==> src/rtl/anton_ram_2port_clr_pkg.sv <==
// Shared defaults and clear-engine state type for the pixel-buffer RAM.
// Compile this file first; the macros below are visible to later files.
`ifndef ANTON_COMMON_VH
`define ANTON_COMMON_VH
`define BUFFER_END_DEFAULT 16
`define CLOG2(x) $clog2(x)
`define RAM_CLEAR_VALUE_DEFAULT 0
`endif

package anton_ram_2port_clr_pkg;

    localparam int unsigned BUFFER_END_DEFAULT      = `BUFFER_END_DEFAULT;
    localparam int unsigned RAM_CLEAR_VALUE_DEFAULT = `RAM_CLEAR_VALUE_DEFAULT;

    typedef enum logic {
        StIdle,
        StClearing
    } clr_state_e;

    // Address width able to encode BUFFER_END itself, so out-of-range values are representable.
    function automatic int unsigned addr_bits(input int unsigned depth);
        return `CLOG2(depth + 1);
    endfunction

    // Index width for the physical array (at least one bit).
    function automatic int unsigned idx_bits(input int unsigned depth);
        return (depth > 1) ? `CLOG2(depth) : 1;
    endfunction

endpackage

==> src/rtl/anton_ram_clear_fsm.sv <==
// Clear engine: sweeps CLEAR_VALUE over the array after reset or on request and
// owns the RAM write port, muxing between the sweep and the user write.
module anton_ram_clear_fsm
    import anton_ram_2port_clr_pkg::*;
#(
    parameter int unsigned          BUFFER_END  = BUFFER_END_DEFAULT,
    parameter int unsigned          BUFFER_BITS = addr_bits(BUFFER_END),
    parameter int unsigned          DATA_WIDTH  = 8,
    parameter logic [DATA_WIDTH-1:0] CLEAR_VALUE = '0
) (
    input  logic                   clk,
    input  logic                   rst_n,
    input  logic                   i_clear,
    input  logic                   i_wr,
    input  logic [BUFFER_BITS-1:0] i_waddr,
    input  logic [DATA_WIDTH-1:0]  i_din,
    output logic                   o_busy,
    output logic                   o_wr_int,
    output logic [BUFFER_BITS-1:0] o_waddr_int,
    output logic [DATA_WIDTH-1:0]  o_din_int
);

    localparam logic [BUFFER_BITS-1:0] LAST_ADDR = BUFFER_BITS'(BUFFER_END - 1);

    clr_state_e              r_state;
    clr_state_e              w_state_d;
    logic [BUFFER_BITS-1:0]  r_clr_addr;
    logic [BUFFER_BITS-1:0]  w_clr_addr_d;

    always_ff @(posedge clk or negedge rst_n) begin
        if (!rst_n) begin
            r_state    <= StClearing;
            r_clr_addr <= '0;
        end else begin
            r_state    <= w_state_d;
            r_clr_addr <= w_clr_addr_d;
        end
    end

    always_comb begin
        w_state_d    = r_state;
        w_clr_addr_d = r_clr_addr;
        unique case (r_state)
            StIdle: begin
                if (i_clear) begin
                    w_state_d    = StClearing;
                    w_clr_addr_d = '0;
                end
            end
            StClearing: begin
                // A new request restarts the sweep even on its final word.
                if (i_clear) begin
                    w_clr_addr_d = '0;
                end else if (r_clr_addr == LAST_ADDR) begin
                    w_state_d    = StIdle;
                    w_clr_addr_d = '0;
                end else begin
                    w_clr_addr_d = r_clr_addr + 1'b1;
                end
            end
        endcase
    end

    always_comb begin
        o_busy      = 1'b0;
        o_wr_int    = i_wr;
        o_waddr_int = i_waddr;
        o_din_int   = i_din;
        unique case (r_state)
            StIdle: begin
                o_busy = 1'b0;
            end
            StClearing: begin
                o_busy      = 1'b1;
                o_wr_int    = 1'b1;
                o_waddr_int = r_clr_addr;
                o_din_int   = CLEAR_VALUE;
            end
        endcase
    end

endmodule

==> src/rtl/anton_ram_2port_clr.sv <==
// Simple dual-port pixel-buffer RAM with registered read, optional
// read-during-write bypass and a built-in clear sweep.
module anton_ram_2port_clr
    import anton_ram_2port_clr_pkg::*;
#(
    parameter int unsigned           DATA_WIDTH  = 8,
    parameter int unsigned           BUFFER_END  = BUFFER_END_DEFAULT,
    parameter int unsigned           BYPASS      = 1,
    parameter logic [DATA_WIDTH-1:0] CLEAR_VALUE = DATA_WIDTH'(RAM_CLEAR_VALUE_DEFAULT),
    localparam int unsigned          BUFFER_BITS = addr_bits(BUFFER_END)
) (
    input  logic                   clk,
    input  logic                   rst_n,
    input  logic                   wr,
    input  logic [BUFFER_BITS-1:0] waddr,
    input  logic [DATA_WIDTH-1:0]  din,
    input  logic                   rd,
    input  logic [BUFFER_BITS-1:0] raddr,
    output logic [DATA_WIDTH-1:0]  dout,
    output logic                   dout_valid,
    input  logic                   clear,
    output logic                   busy
);

    localparam int unsigned            IDX_BITS = idx_bits(BUFFER_END);
    localparam logic [BUFFER_BITS-1:0] END_ADDR = BUFFER_BITS'(BUFFER_END);

    logic [DATA_WIDTH-1:0]  r_mem [BUFFER_END];
    logic [DATA_WIDTH-1:0]  r_dout;
    logic                   r_dout_valid;

    logic                   w_busy;
    logic                   w_wr_ok;
    logic                   w_rd_ok;
    logic                   w_raddr_ok;
    logic                   w_hit;
    logic                   w_wr_int;
    logic [BUFFER_BITS-1:0] w_waddr_int;
    logic [DATA_WIDTH-1:0]  w_din_int;
    logic [DATA_WIDTH-1:0]  w_rdata;

    assign w_wr_ok    = wr && (waddr < END_ADDR);
    assign w_raddr_ok = raddr < END_ADDR;
    assign w_rd_ok    = rd && !w_busy;
    assign w_hit      = (BYPASS != 0) && w_wr_ok && !w_busy && (waddr == raddr);

    anton_ram_clear_fsm #(
        .BUFFER_END  (BUFFER_END),
        .BUFFER_BITS (BUFFER_BITS),
        .DATA_WIDTH  (DATA_WIDTH),
        .CLEAR_VALUE (CLEAR_VALUE)
    ) u_clear_fsm (
        .clk         (clk),
        .rst_n       (rst_n),
        .i_clear     (clear),
        .i_wr        (w_wr_ok),
        .i_waddr     (waddr),
        .i_din       (din),
        .o_busy      (w_busy),
        .o_wr_int    (w_wr_int),
        .o_waddr_int (w_waddr_int),
        .o_din_int   (w_din_int)
    );

    // The array is deliberately not reset; the sweep initialises it.
    always_ff @(posedge clk) begin
        if (w_wr_int) begin
            r_mem[w_waddr_int[IDX_BITS-1:0]] <= w_din_int;
        end
    end

    always_comb begin
        w_rdata = CLEAR_VALUE;
        if (w_raddr_ok) begin
            w_rdata = w_hit ? din : r_mem[raddr[IDX_BITS-1:0]];
        end
    end

    always_ff @(posedge clk or negedge rst_n) begin
        if (!rst_n) begin
            r_dout       <= '0;
            r_dout_valid <= 1'b0;
        end else begin
            r_dout_valid <= w_rd_ok;
            if (w_rd_ok) begin
                r_dout <= w_rdata;
            end
        end
    end

    assign dout       = r_dout;
    assign dout_valid = r_dout_valid;
    assign busy       = w_busy;

endmodule

==> config.mk <==
export PLATFORM = sky130hd
export DESIGN_NAME = anton_ram_2port_clr
export DESIGN_NICKNAME = d
export VERILOG_FILES = /design/src/rtl/anton_ram_2port_clr_pkg.sv /design/src/rtl/anton_ram_clear_fsm.sv /design/src/rtl/anton_ram_2port_clr.sv
export SDC_FILE = /design/constraint.sdc
export NUM_CORES = 1
export LEC_CHECK = 0
export CAP_MARGIN = 0
export CORE_ASPECT_RATIO = 2
export CORE_UTILIZATION = 40
export DETAILED_ROUTE_END_ITERATION = 8
export MAX_ROUTING_LAYER = met4
export PLACE_DENSITY = 0.67
export SETUP_SLACK_MARGIN = 0.3
export SLEW_MARGIN = 15
export SYNTH_ARGS = -nofsm -noshare
export SYNTH_HDL_FRONTEND = slang
export SYNTH_HIERARCHICAL = 1
export SYNTH_SLANG_ARGS = --single-unit
==> constraint.sdc <==
create_clock -name clk -period 6.35 [get_ports clk]
set_clock_uncertainty 0.05 [all_clocks]
set_input_delay 1.27 -clock clk [delete_from_list [all_inputs] [get_ports clk]]
set_output_delay 1.27 -clock clk [all_outputs]
set_load 0.01 [all_outputs]
# Yosys cells after proc, flatten, opt, wreduce, memory -nomap -nowiden
# Memories as Yosys holds them, arrays and structs flattened.
# Index checks and enable logic that the tools add are counted.
# totals
memories	1
input_bits	23
mem_bits_rw	128
register_bits	15
# classes
n_eq_ne	3
n_reduce_logical	5
magnitude_cmp	2
n_addsub	1
bitwise	1
muxes	16
# mem_list
memory	depth	word_bits	rd	rd_ports_with_merged_regs	wr	line_no	rtl
r_mem	16	8	1	0	1	anton_ram_2port_clr.sv:28	logic [DATA_WIDTH-1:0] r_mem [BUFFER_END];
# op_table
cell	count
8-bit two-way mux	3
5-bit two-way mux	3
5-bit < comparator, second input constant	2
5-bit one-hot mux with 2 select lines	1
1-bit two-way mux	6
5-bit by 1-bit adder with 5-bit output, second input constant	1
5-bit by 4-bit == test with 1-bit output, second input constant	1
5-bit == test	1
1-bit logical AND	4
4-bit two-way mux	1
1-bit one-hot mux with 2 select lines	2
2-bit != test, second input constant	1
1-bit logical NOT	1
1-bit inverter	1

# Logic depth before layout (Yosys ltp)
# Gate-level depths: netlist of run 1.
# logic_depth
depth_word	7
ltp_mapped	6
mapped_depth_nobuf	4

# Modules after synthesis
# Netlist of run 1, hierarchy kept.
# modules_own_cells
module	cells_each	seq_area_each_um2	area_per_inst_um2	instances
anton_ram_2port_clr	260	4068.9	5430.2	1
anton_ram_clear_fsm	40	151.4	400.4	1

# Least setup slack after synthesis of run 1
# OpenSTA, ideal clock, no wires.
# synth_timing
kind	input to register
startpoint	input waddr[2]
endpoint	memory r_mem[0][0], enable pin
t_arrival_ns	2.658
stages	3
path_slack_ns	3.258
n_path_buf	0
t_required_ns	5.917
cell_sequence	mux2_2 > or3b_2 > nor3_1
# synth_between
elab_chain_cells	5
word_cells_on_any_way	6
# synth_lines
item	line_no	rtl
start: declaration	anton_ram_2port_clr.sv:15	input logic [BUFFER_BITS-1:0] waddr,
5-bit < comparator	anton_ram_2port_clr.sv:42	assign w_wr_ok = wr && (waddr < END_ADDR);
1-bit logical AND	anton_ram_2port_clr.sv:42	
1-bit two-way mux	anton_ram_clear_fsm.sv:69	unique case (r_state)
1-bit two-way mux	anton_ram_2port_clr.sv:67	if (w_wr_int) begin
1-bit two-way mux (implied by the code)	anton_ram_2port_clr.sv:68	r_mem[w_waddr_int[IDX_BITS-1:0]] <= w_din_int;
end: declaration	anton_ram_2port_clr.sv:28	
# Several ways; a longest one is shown, not always the timed one.

# Worst setup path after layout of run 1
# layout_timing
startpoint	input raddr[0]
endpoint	register r_dout[2] (netlist: dout[2])
# layout_between
elab_chain_cells	4
word_cells_on_any_way	6
# layout_lines
item	line_no	rtl
start: declaration	anton_ram_2port_clr.sv:18	input logic [BUFFER_BITS-1:0] raddr,
branches (longest 3 deep; another with memory read 16 x 8 bit)	--	
8-bit two-way mux (*)	anton_ram_2port_clr.sv:74	if (w_raddr_ok) begin
end signal: assignment	anton_ram_2port_clr.sv:86	r_dout <= w_rdata;
end: declaration	anton_ram_2port_clr.sv:29	logic [DATA_WIDTH-1:0] r_dout;
# Every way passes the cells marked *.
# A chain may end at the register's enable or synchronous reset.

==> results of run 1 <==
-- worst max-delay path, stage by stage --
cell	delay (ns)
buf_2	0.80
mux4_1	0.69
a22oi_1	0.38
nand2_1	0.10
a221o_1	0.31
-- per-layer routing --
metal,vias to the layer above,global-route usage,share of wire
li1,1308,-,-
met1,1529,0.168,0.36
met2,91,0.305,0.56
met3,31,0.0334,0.032
met4,0,0.135,0.052
met5,-,-,0
-- registers in the layout, summed over array words and instances (netlist names) --
name and count:
dout 8, r_mem 128, u_clear_fsm/r_clr_addr 5, u_clear_fsm/r_state 1
dout_valid 1
-- final timing paths --
| kind | slack (ns) | startpoint | to |
|---|---|---|---|
| max | 3.03 | raddr[0] | dout[2] |
| min | 0.48 | u_clear_fsm/r_clr_addr[4] | u_clear_fsm/r_clr_addr[4] |
| max reg2reg | 3.39 | u_clear_fsm/r_state | r_mem[2][2] |
| min reg2reg | 0.48 | u_clear_fsm/r_clr_addr[4] | u_clear_fsm/r_clr_addr[4] |
| max in group asynchronous | 4.55 | rst_n | u_clear_fsm/r_clr_addr[1] |
| min in group asynchronous | 1.24 | rst_n | dout[2] |
-- metrics by stage --
stage,instance area [µm²],hold WS (ns),util,power [mW]
after detailed placement,6300,0.474,0.442,1.17
after floorplan,5820,0.435,-,1.13
after CTS,6920,0.489,0.485,2.19
final,6940,0.484,0.486,2.18
after global routing,6940,0.502,0.486,2.24
after global placement,6300,0.460,0.442,1.17
-- area by class of cell --
type	instances	share of cell area
inverter	1	0.000541
timing repair buffer	36	0.0498
clock inverter	13	0.0270
sequential	143	0.608
clock buffer	19	0.0624
tap	192	0.0346
multi-input combinational	141	0.218
-- power by group through the flow --
stage / logic (mW) / registers (mW) / clock network [mW]
final: 0.105 / 1.04 / 1.03
after global routing: 0.112 / 1.04 / 1.09
after CTS: 0.106 / 1.04 / 1.04
after detailed placement: 0.105 / 1.06 / 0
after global placement: 0.104 / 1.06 / 0
after floorplan: 0.0686 / 1.06 / 0
==> impl_metrics.env, run 1 <==
export IMPL_outcome="complete, but fails checks"
export IMPL_failed_checks="DRC"
export IMPL_critPathArrivalTime_ns=3.57
export IMPL_ys_warn_count=6
export IMPL_tightest_slew_ns=1.19
export IMPL_multi_input_area_mm2=0.00151
export IMPL_first_pass_iters=6
export IMPL_cts_tree="done"
export IMPL_place_inst=513
export IMPL_htreeDepth=4
export IMPL_fin_nets=364
export IMPL_startpoint_type="input pin"
export IMPL_areaGrowthSynthToFinish_pct=19.3
export IMPL_dieArea_mm2=0.0151
export IMPL_setup_tns_ns=0
export IMPL_regArea_mm2=0.00422
export IMPL_post_cts_resized=0
export IMPL_cts_buffer_depth=2
export IMPL_crit_fanout=33
export IMPL_drive_above_1_share=0.198
export IMPL_drv_slew=0
export IMPL_seqPwrFrac=0.478
export IMPL_hold_viol=0
export IMPL_die_w_um=87.3
export IMPL_std_cell_rows=62
export IMPL_worst_hold_path_num_cells=1
export IMPL_synth_cells=299
export IMPL_fill_cells=1177
export IMPL_min_path_type="reg2reg"
export IMPL_grt_pass1_vias=3235
export IMPL_power_density_mw_per_mm2=314
export IMPL_synth_fp_nets=323
export IMPL_final_cell_mix="edfxtp_1, clkdlybuf4s50_1, mux4_2, clkbuf_16"
export IMPL_p_leak_nw=2.40
export IMPL_routabilityCongestion=0.807
export IMPL_grt_usage=0.177
export IMPL_combPwrFrac=0.048
export IMPL_overflow=0
export IMPL_clockPowerShare=0.473
export IMPL_root_buffer="clkbuf_16"
export IMPL_drc=1
export IMPL_power_switching_mw=0.435
export IMPL_ant_nets=0
export IMPL_pre_cts_slack_ns=2.39
export IMPL_drt_initial_drc_count=253
export IMPL_core_mm2=0.0143
export IMPL_cts_setup_buffers=0
export IMPL_viasPerCell=5.43
export IMPL_grt_antenna_before_repair=0
export IMPL_port_buffers=32
export IMPL_fmax_mhz=301
export IMPL_period_minus_slack_ns=3.32
export IMPL_die_h_um=173
export IMPL_syn_avg_cell_area_um2=19.5
export IMPL_vias=2959
export IMPL_drv_cap=0
export IMPL_relSlewSlack=0.208
export IMPL_final_cells=545
export IMPL_layout_commonest_cell="edfxtp_1"
export IMPL_ios=33
export IMPL_crit_type="in2reg"
export IMPL_dp_hpwl_mm=8.32
export IMPL_wl_mm=12.0
export IMPL_grt_pass1_wl_mm=18.2
export IMPL_p_int_mw=1.74
export IMPL_wire_per_inst_um=22.0
export IMPL_cts_buffers=17
export IMPL_setup_viol=0
export IMPL_critPathRequiredTime_ns=6.60
export IMPL_ir_worst_vdd_uv=114
export IMPL_start_util=0.408
export IMPL_swShare=0.200
export IMPL_clk_insertion_delay_late_ns=0.41
export IMPL_grt_max_degree=34
export IMPL_reg2reg_depth=3
export IMPL_cts_sinks=143
export IMPL_antenna_cells=0
export IMPL_cts_reportedPaths_clkPinSlew_ns=0.06
export IMPL_worst_setup_path_end_kind="register"
export IMPL_rsz0062_at_grt="false"
export IMPL_synth_area_mm2=0.00582
export IMPL_fin_crit_sh=0.523
export IMPL_setup_ws_ns=3.03
export IMPL_cts_hold_fix_buffers=0
Power figures use the tool's default switching activity.
==> run 2, diff against run 1 <==
--- a/config.mk
+++ b/config.mk
@@ -10,7 +10,7 @@
 export CORE_UTILIZATION = 40
 export DETAILED_ROUTE_END_ITERATION = 8
 export MAX_ROUTING_LAYER = met4
-export PLACE_DENSITY = 0.67
+export PLACE_DENSITY = 0.69
 export SETUP_SLACK_MARGIN = 0.3
 export SLEW_MARGIN = 15
 export SYNTH_ARGS = -nofsm -noshare
==> constraint.sdc (replaced) <==
create_clock -name clk -period 2.8 [get_ports clk]
set_clock_uncertainty 0.05 [all_clocks]
set_input_delay 0.56 -clock clk [delete_from_list [all_inputs] [get_ports clk]]
set_output_delay 0.56 -clock clk [all_outputs]
set_load 0.01 [all_outputs]
==> run 2 against run 1 <==
Net effect:
- the flow now finishes without violations
- utilization increased by 0.60 points
- power increased by 120%
- register-to-register slack got worse by 3.0 ns
- design area increased by 1.2%
- die area unchanged
- flip-flop and latch count unchanged
- worst hold slack improved by 0.0022 ns
- critical endpoint is now r_mem[0][5]
- largest cell class unchanged
==> impl_metrics.env, run 2 (synthesis gave the netlist of run 1 again) <==
export IMPL_drt_initial_drc_count=347
export IMPL_swShare=0.207
export IMPL_viasPerCell=5.51
export IMPL_core_mm2=0.0143
export IMPL_period_minus_slack_ns=2.37
export IMPL_grt_usage=0.192
export IMPL_clk_insertion_delay_late_ns=0.41
export IMPL_std_cell_rows=62
export IMPL_setup_ws_ns=0.434
export IMPL_routabilityCongestion=0.810
export IMPL_rsz0062_at_grt="false"
export IMPL_wire_per_inst_um=23.2
export IMPL_wl_mm=13.0
export IMPL_cts_sinks=143
export IMPL_drv_cap=0
export IMPL_antenna_cells=0
export IMPL_p_int_mw=3.77
export IMPL_fin_util=0.492
export IMPL_final_cell_mix="edfxtp_1, clkdlybuf4s50_1, mux4_2, buf_4, clkbuf_16"
export IMPL_cts_buffers=17
export IMPL_root_buffer="clkbuf_16"
export IMPL_max_stage_delay_ns=0.74
export IMPL_min_path_type="reg2reg"
export IMPL_vias=3089
export IMPL_drv_slew=0
export IMPL_cp_slowest_cell="dfstp_4"
export IMPL_grt_pass1_wl_mm=19.3
export IMPL_ir_worst_vdd_uv=377
export IMPL_die_h_um=173
export IMPL_fin_crit_sh=0.845
export IMPL_cts_reportedPaths_clkPinSlew_ns=0.06
export IMPL_grt_pass1_vias=3280
export IMPL_multi_input_area_mm2=0.00152
export IMPL_drc=0
export IMPL_worst_setup_path_end_kind="register"
export IMPL_cp_top_family="flip-flops"
export IMPL_htreeDepth=4
export IMPL_seqPwrFrac=0.498
export IMPL_grt_antenna_before_repair=0
export IMPL_crit_buf_inv=1
export IMPL_crit_chain="mux2_2, or3b_2, nor3_2, buf_4"
export IMPL_port_buffers=32
export IMPL_crit_type="reg2reg"
export IMPL_power_density_mw_per_mm2=676
export IMPL_ant_nets=0
export IMPL_dp_hpwl_mm=8.77
export IMPL_areaGrowthSynthToFinish_pct=20.7
export IMPL_pre_cts_slack_ns=0.179
export IMPL_regArea_mm2=0.00422
export IMPL_die_w_um=87.3
export IMPL_fin_nets=380
export IMPL_largest_register_ffs=128
export IMPL_cts_setup_buffers=0
export IMPL_hold_viol=0
export IMPL_cts_buffer_depth=2
export IMPL_start_util=0.408
export IMPL_relSlewSlack=0.241
export IMPL_first_pass_iters=5
export IMPL_grt_max_degree=34
export IMPL_clockPowerShare=0.447
export IMPL_dieArea_mm2=0.0151
export IMPL_tightest_slew_ns=1.14
export IMPL_ios=33
export IMPL_p_leak_nw=2.47
export IMPL_outcome="finished, final reports clean"
export IMPL_post_cts_resized=0
export IMPL_startpoint_type="register"
export IMPL_fmax_mhz=423
export IMPL_cts_hold_fix_buffers=0
export IMPL_combPwrFrac=0.055
export IMPL_power_switching_mw=0.980
export IMPL_drive_above_1_share=0.225
export IMPL_critPathArrivalTime_ns=2.44
export IMPL_crit_fanout=16
export IMPL_layout_commonest_cell="edfxtp_1"
export IMPL_fill_cells=1183
export IMPL_setup_viol=0
export IMPL_setup_tns_ns=0
export IMPL_overflow=0
export IMPL_cts_tree="done"
export IMPL_critPathRequiredTime_ns=2.87
[run 2: changes by cell type in the layout (fill, tap and decap cells not counted), sizes merged]
cell      delta
buf         +16
clkinv       +5
bufinv       -2
clkinvlp     -2
clkbuf       -1
[run 2: cell type report]
| class | instances | share of cell area |
|---|---|---|
| multi-input cells | 141 | 0.216 |
| repair buffers | 52 | 0.0698 |
| well taps | 192 | 0.0342 |
| flip-flops and latches | 143 | 0.601 |
| inverters | 1 | 0.000534 |
| clock inverters | 14 | 0.0175 |
| clock buffers | 18 | 0.0611 |
[run 2: routing by layer]
layer | global-route usage | vias up | routed length [µm]
met4 | 0.119 | 0 | 565
met2 | 0.340 | 115 | 7450
met3 | 0.0391 | 27 | 601
li1 | - | 1338 | -
met1 | 0.182 | 1609 | 4420
met5 | - | - | 0
[run 2: power groups by stage]
| stage | registers, mW | logic (mW) | clock network, mW |
|---|---|---|---|
| after global placement | 2.40 | 0.255 | 0 |
| after detailed placement | 2.41 | 0.257 | 0 |
| after global routing | 2.37 | 0.277 | 2.23 |
| after floorplan | 2.40 | 0.157 | 0 |
| after CTS | 2.37 | 0.259 | 2.15 |
| final | 2.37 | 0.259 | 2.12 |
[run 2: worst paths after layout]
check | depth (start not counted) | to | slack [ns] | startpoint
setup / recovery | 4 | r_mem[0][5] | 0.43 | u_clear_fsm/r_state
hold / removal | 1 | u_clear_fsm/r_clr_addr[4] | 0.49 | u_clear_fsm/r_clr_addr[4]
setup reg to reg | 4 | r_mem[0][5] | 0.43 | u_clear_fsm/r_state
hold reg to reg | 1 | u_clear_fsm/r_clr_addr[4] | 0.49 | u_clear_fsm/r_clr_addr[4]
max in group asynchronous | 1 | u_clear_fsm/r_clr_addr[2] | 1.72 | rst_n
min in group asynchronous | 1 | dout[2] | 0.52 | rst_n
[run 2: stage by stage]
step	total power [mW]	hold WS [ns]	cells	instance area [µm²]
after CTS	4.77	0.481	561	7000
final	4.75	0.486	561	7030
after global placement	2.66	0.452	529	6450
after floorplan	2.56	0.214	299	5820
after detailed placement	2.67	0.469	529	6450
after global routing	4.87	0.492	561	7030
==> run 3, diff against run 2 <==
--- a/config.mk
+++ b/config.mk
@@ -10,7 +10,7 @@
 export CORE_UTILIZATION = 40
 export DETAILED_ROUTE_END_ITERATION = 8
 export MAX_ROUTING_LAYER = met4
-export PLACE_DENSITY = 0.69
+export PLACE_DENSITY = 0.67
 export SETUP_SLACK_MARGIN = 0.3
 export SLEW_MARGIN = 15
 export SYNTH_ARGS = -nofsm -noshare
==> constraint.sdc (replaced) <==
create_clock -name clk -period 2.4 [get_ports clk]
set_clock_uncertainty 0.05 [all_clocks]
set_input_delay 0.48 -clock clk [delete_from_list [all_inputs] [get_ports clk]]
set_output_delay 0.48 -clock clk [all_outputs]
set_load 0.01 [all_outputs]
==> run 3 against run 2 <==
Net effect:
- global-route usage about the same
- setup slack worse by 0.16 ns
- die area unchanged
- register-to-register slack worse by 0.16 ns
==> impl_metrics.env, run 3 (synthesis gave the netlist of run 1 again) <==
export IMPL_ios=33
export IMPL_root_buffer="clkbuf_16"
export IMPL_r2r_start="u_clear_fsm/r_state"
export IMPL_fin_nets=395
export IMPL_htreeDepth=4
export IMPL_cp_top_family="simple AND/OR/NAND/NOR gates"
export IMPL_drv_cap=0
export IMPL_holdWs_ns=0.440
export IMPL_setup_viol=0
export IMPL_rsz0062_at_grt="true"
export IMPL_p_leak_nw=2.61
export IMPL_viasPerCell=5.30
export IMPL_grt_usage=0.192
export IMPL_grt_pass1_vias=3335
export IMPL_pre_cts_slack_ns=-0.0506
export IMPL_fill_cells=1147
export IMPL_setup_ws_ns=0.274
export IMPL_vias=3055
export IMPL_worst_setup_path_end_kind="register"
export IMPL_overflow=0
export IMPL_drv_slew=0
export IMPL_grt_antenna_before_repair=0
export IMPL_areaGrowthSynthToFinish_pct=25.9
export IMPL_critPathArrivalTime_ns=2.20
export IMPL_max_stage_delay_ns=0.56
export IMPL_die_h_um=173
export IMPL_cts_buffer_depth=2
export IMPL_final_cell_mix="edfxtp_1, clkdlybuf4s50_1, buf_4, mux4_2, clkbuf_16"
export IMPL_fin_crit_sh=0.886
export IMPL_hold_viol=0
export IMPL_cp_slowest_cell="dfstp_2"
export IMPL_multi_input_area_mm2=0.00157
export IMPL_reg2reg_depth=5
export IMPL_port_buffers=32
export IMPL_routabilityCongestion=0.815
export IMPL_antenna_cells=0
export IMPL_tightest_slew_ns=1.09
export IMPL_core_mm2=0.0143
export IMPL_regArea_mm2=0.00422
export IMPL_dieArea_mm2=0.0151
export IMPL_ir_worst_vdd_uv=424
export IMPL_drive_above_1_share=0.286
export IMPL_grt_max_degree=27
export IMPL_outcome="finished, final reports clean"
export IMPL_dp_hpwl_mm=9.21
export IMPL_grt_pass1_wl_mm=19.5
export IMPL_critPathRequiredTime_ns=2.48
export IMPL_cts_reportedPaths_clkPinSlew_ns=0.06
export IMPL_drt_initial_drc_count=210
export IMPL_power_density_mw_per_mm2=759
export IMPL_startpoint_type="register"
export IMPL_crit_buf_inv=2
export IMPL_drc=0
export IMPL_fmax_mhz=470
export IMPL_die_w_um=87.3
export IMPL_min_path_type="in2async"
export IMPL_first_pass_iters=4
export IMPL_start_util=0.408
export IMPL_crit_fanout=8
export IMPL_wire_per_inst_um=22.7
export IMPL_cts_sinks=143
export IMPL_crit_type="reg2reg"
export IMPL_clk_insertion_delay_late_ns=0.42
export IMPL_largest_register_ffs=128
export IMPL_ant_nets=0
export IMPL_relSlewSlack=0.271
export IMPL_cts_tree="done"
export IMPL_crit_chain="buf_8, mux2_4, or3b_4, nor3_4, buf_12"
export IMPL_critPathLaunch="u_clear_fsm/r_state"
export IMPL_wl_mm=13.1
export IMPL_cts_hold_fix_buffers=0
export IMPL_std_cell_rows=62
export IMPL_cp_depth=5
export IMPL_cts_buffers=17
export IMPL_rr_endpoint="r_mem[0][6]"
export IMPL_period_minus_slack_ns=2.13
export IMPL_rrSetupSlack_ns=0.27
export IMPL_layout_commonest_cell="edfxtp_1"
[run 3: cell count changes in the layout (fill, tap and decap cells not counted), sizes merged]
cell / before / now
clkdlybuf4s50: 31 / 29
buf: 21 / 35
inv: 3 / 1
clkinvlp: 1 / 2
dlymetal6s2s: 0 / 1
clkbuf: 18 / 19
dlygate4sd2: 0 / 1
clkinv: 9 / 10
[run 3: report_power, final]
group | internal (mW) | total [mW] | switching (mW)
Combinational | 0.185 | 0.357 | 0.172
Sequential | 2.74 | 2.76 | 0.0182
Clock | 1.50 | 2.44 | 0.941
[run 3: worst max path at each step]
stage	end	slack (ns)
after detailed placement	dout[1]	-0.05
after CTS	r_mem[0][7]	0.28
final	r_mem[0][6]	0.27
after floorplan	r_mem[0][0]	0.21
after global routing	r_mem[0][5]	0.25
after global placement	dout[1]	-0.03
[run 3: cell type report]
| class | instances | share of cell area |
|---|---|---|
| flip-flops and latches | 143 | 0.576 |
| multi-input cells | 141 | 0.214 |
| repair buffers | 67 | 0.101 |
| clock buffers | 18 | 0.0586 |
| well taps | 192 | 0.0328 |
| clock inverters | 14 | 0.0171 |
| inverters | 1 | 0.000512 |
[run 3: timing repair]
action	4_1_cts	5_1_grt
pin swaps	2	1
buffers inserted	2	1
gates cloned	0	1
resized for setup	5	8
endpoints found under the setup margin	75	80
[run 3: layer usage]
metal  wire, µm  vias up  part of all wire  global-route usage
met4        380        0             0.029               0.101
met3        388       20             0.030              0.0391
met5          0        -                 0                   -
met1       4120     1581              0.31               0.174
li1           -     1374                 -                   -
met2       8200       80              0.63               0.356
[run 3: metrics by stage]
step / TNS, ns / area (µm²) / cells / total power, mW / util
6_report: 0 / 7330 / 576 / 5.56 / 0.513
4_1_cts: 0 / 7260 / 574 / 5.62 / 0.509
3_3_place_gp: -0.0714 / 6680 / 540 / 3.15 / 0.468
5_1_grt: 0 / 7330 / 576 / 5.74 / 0.513
3_5_place_dp: -0.368 / 6680 / 540 / 3.16 / 0.468
2_1_floorplan: 0 / 5870 / 299 / 2.99 / -
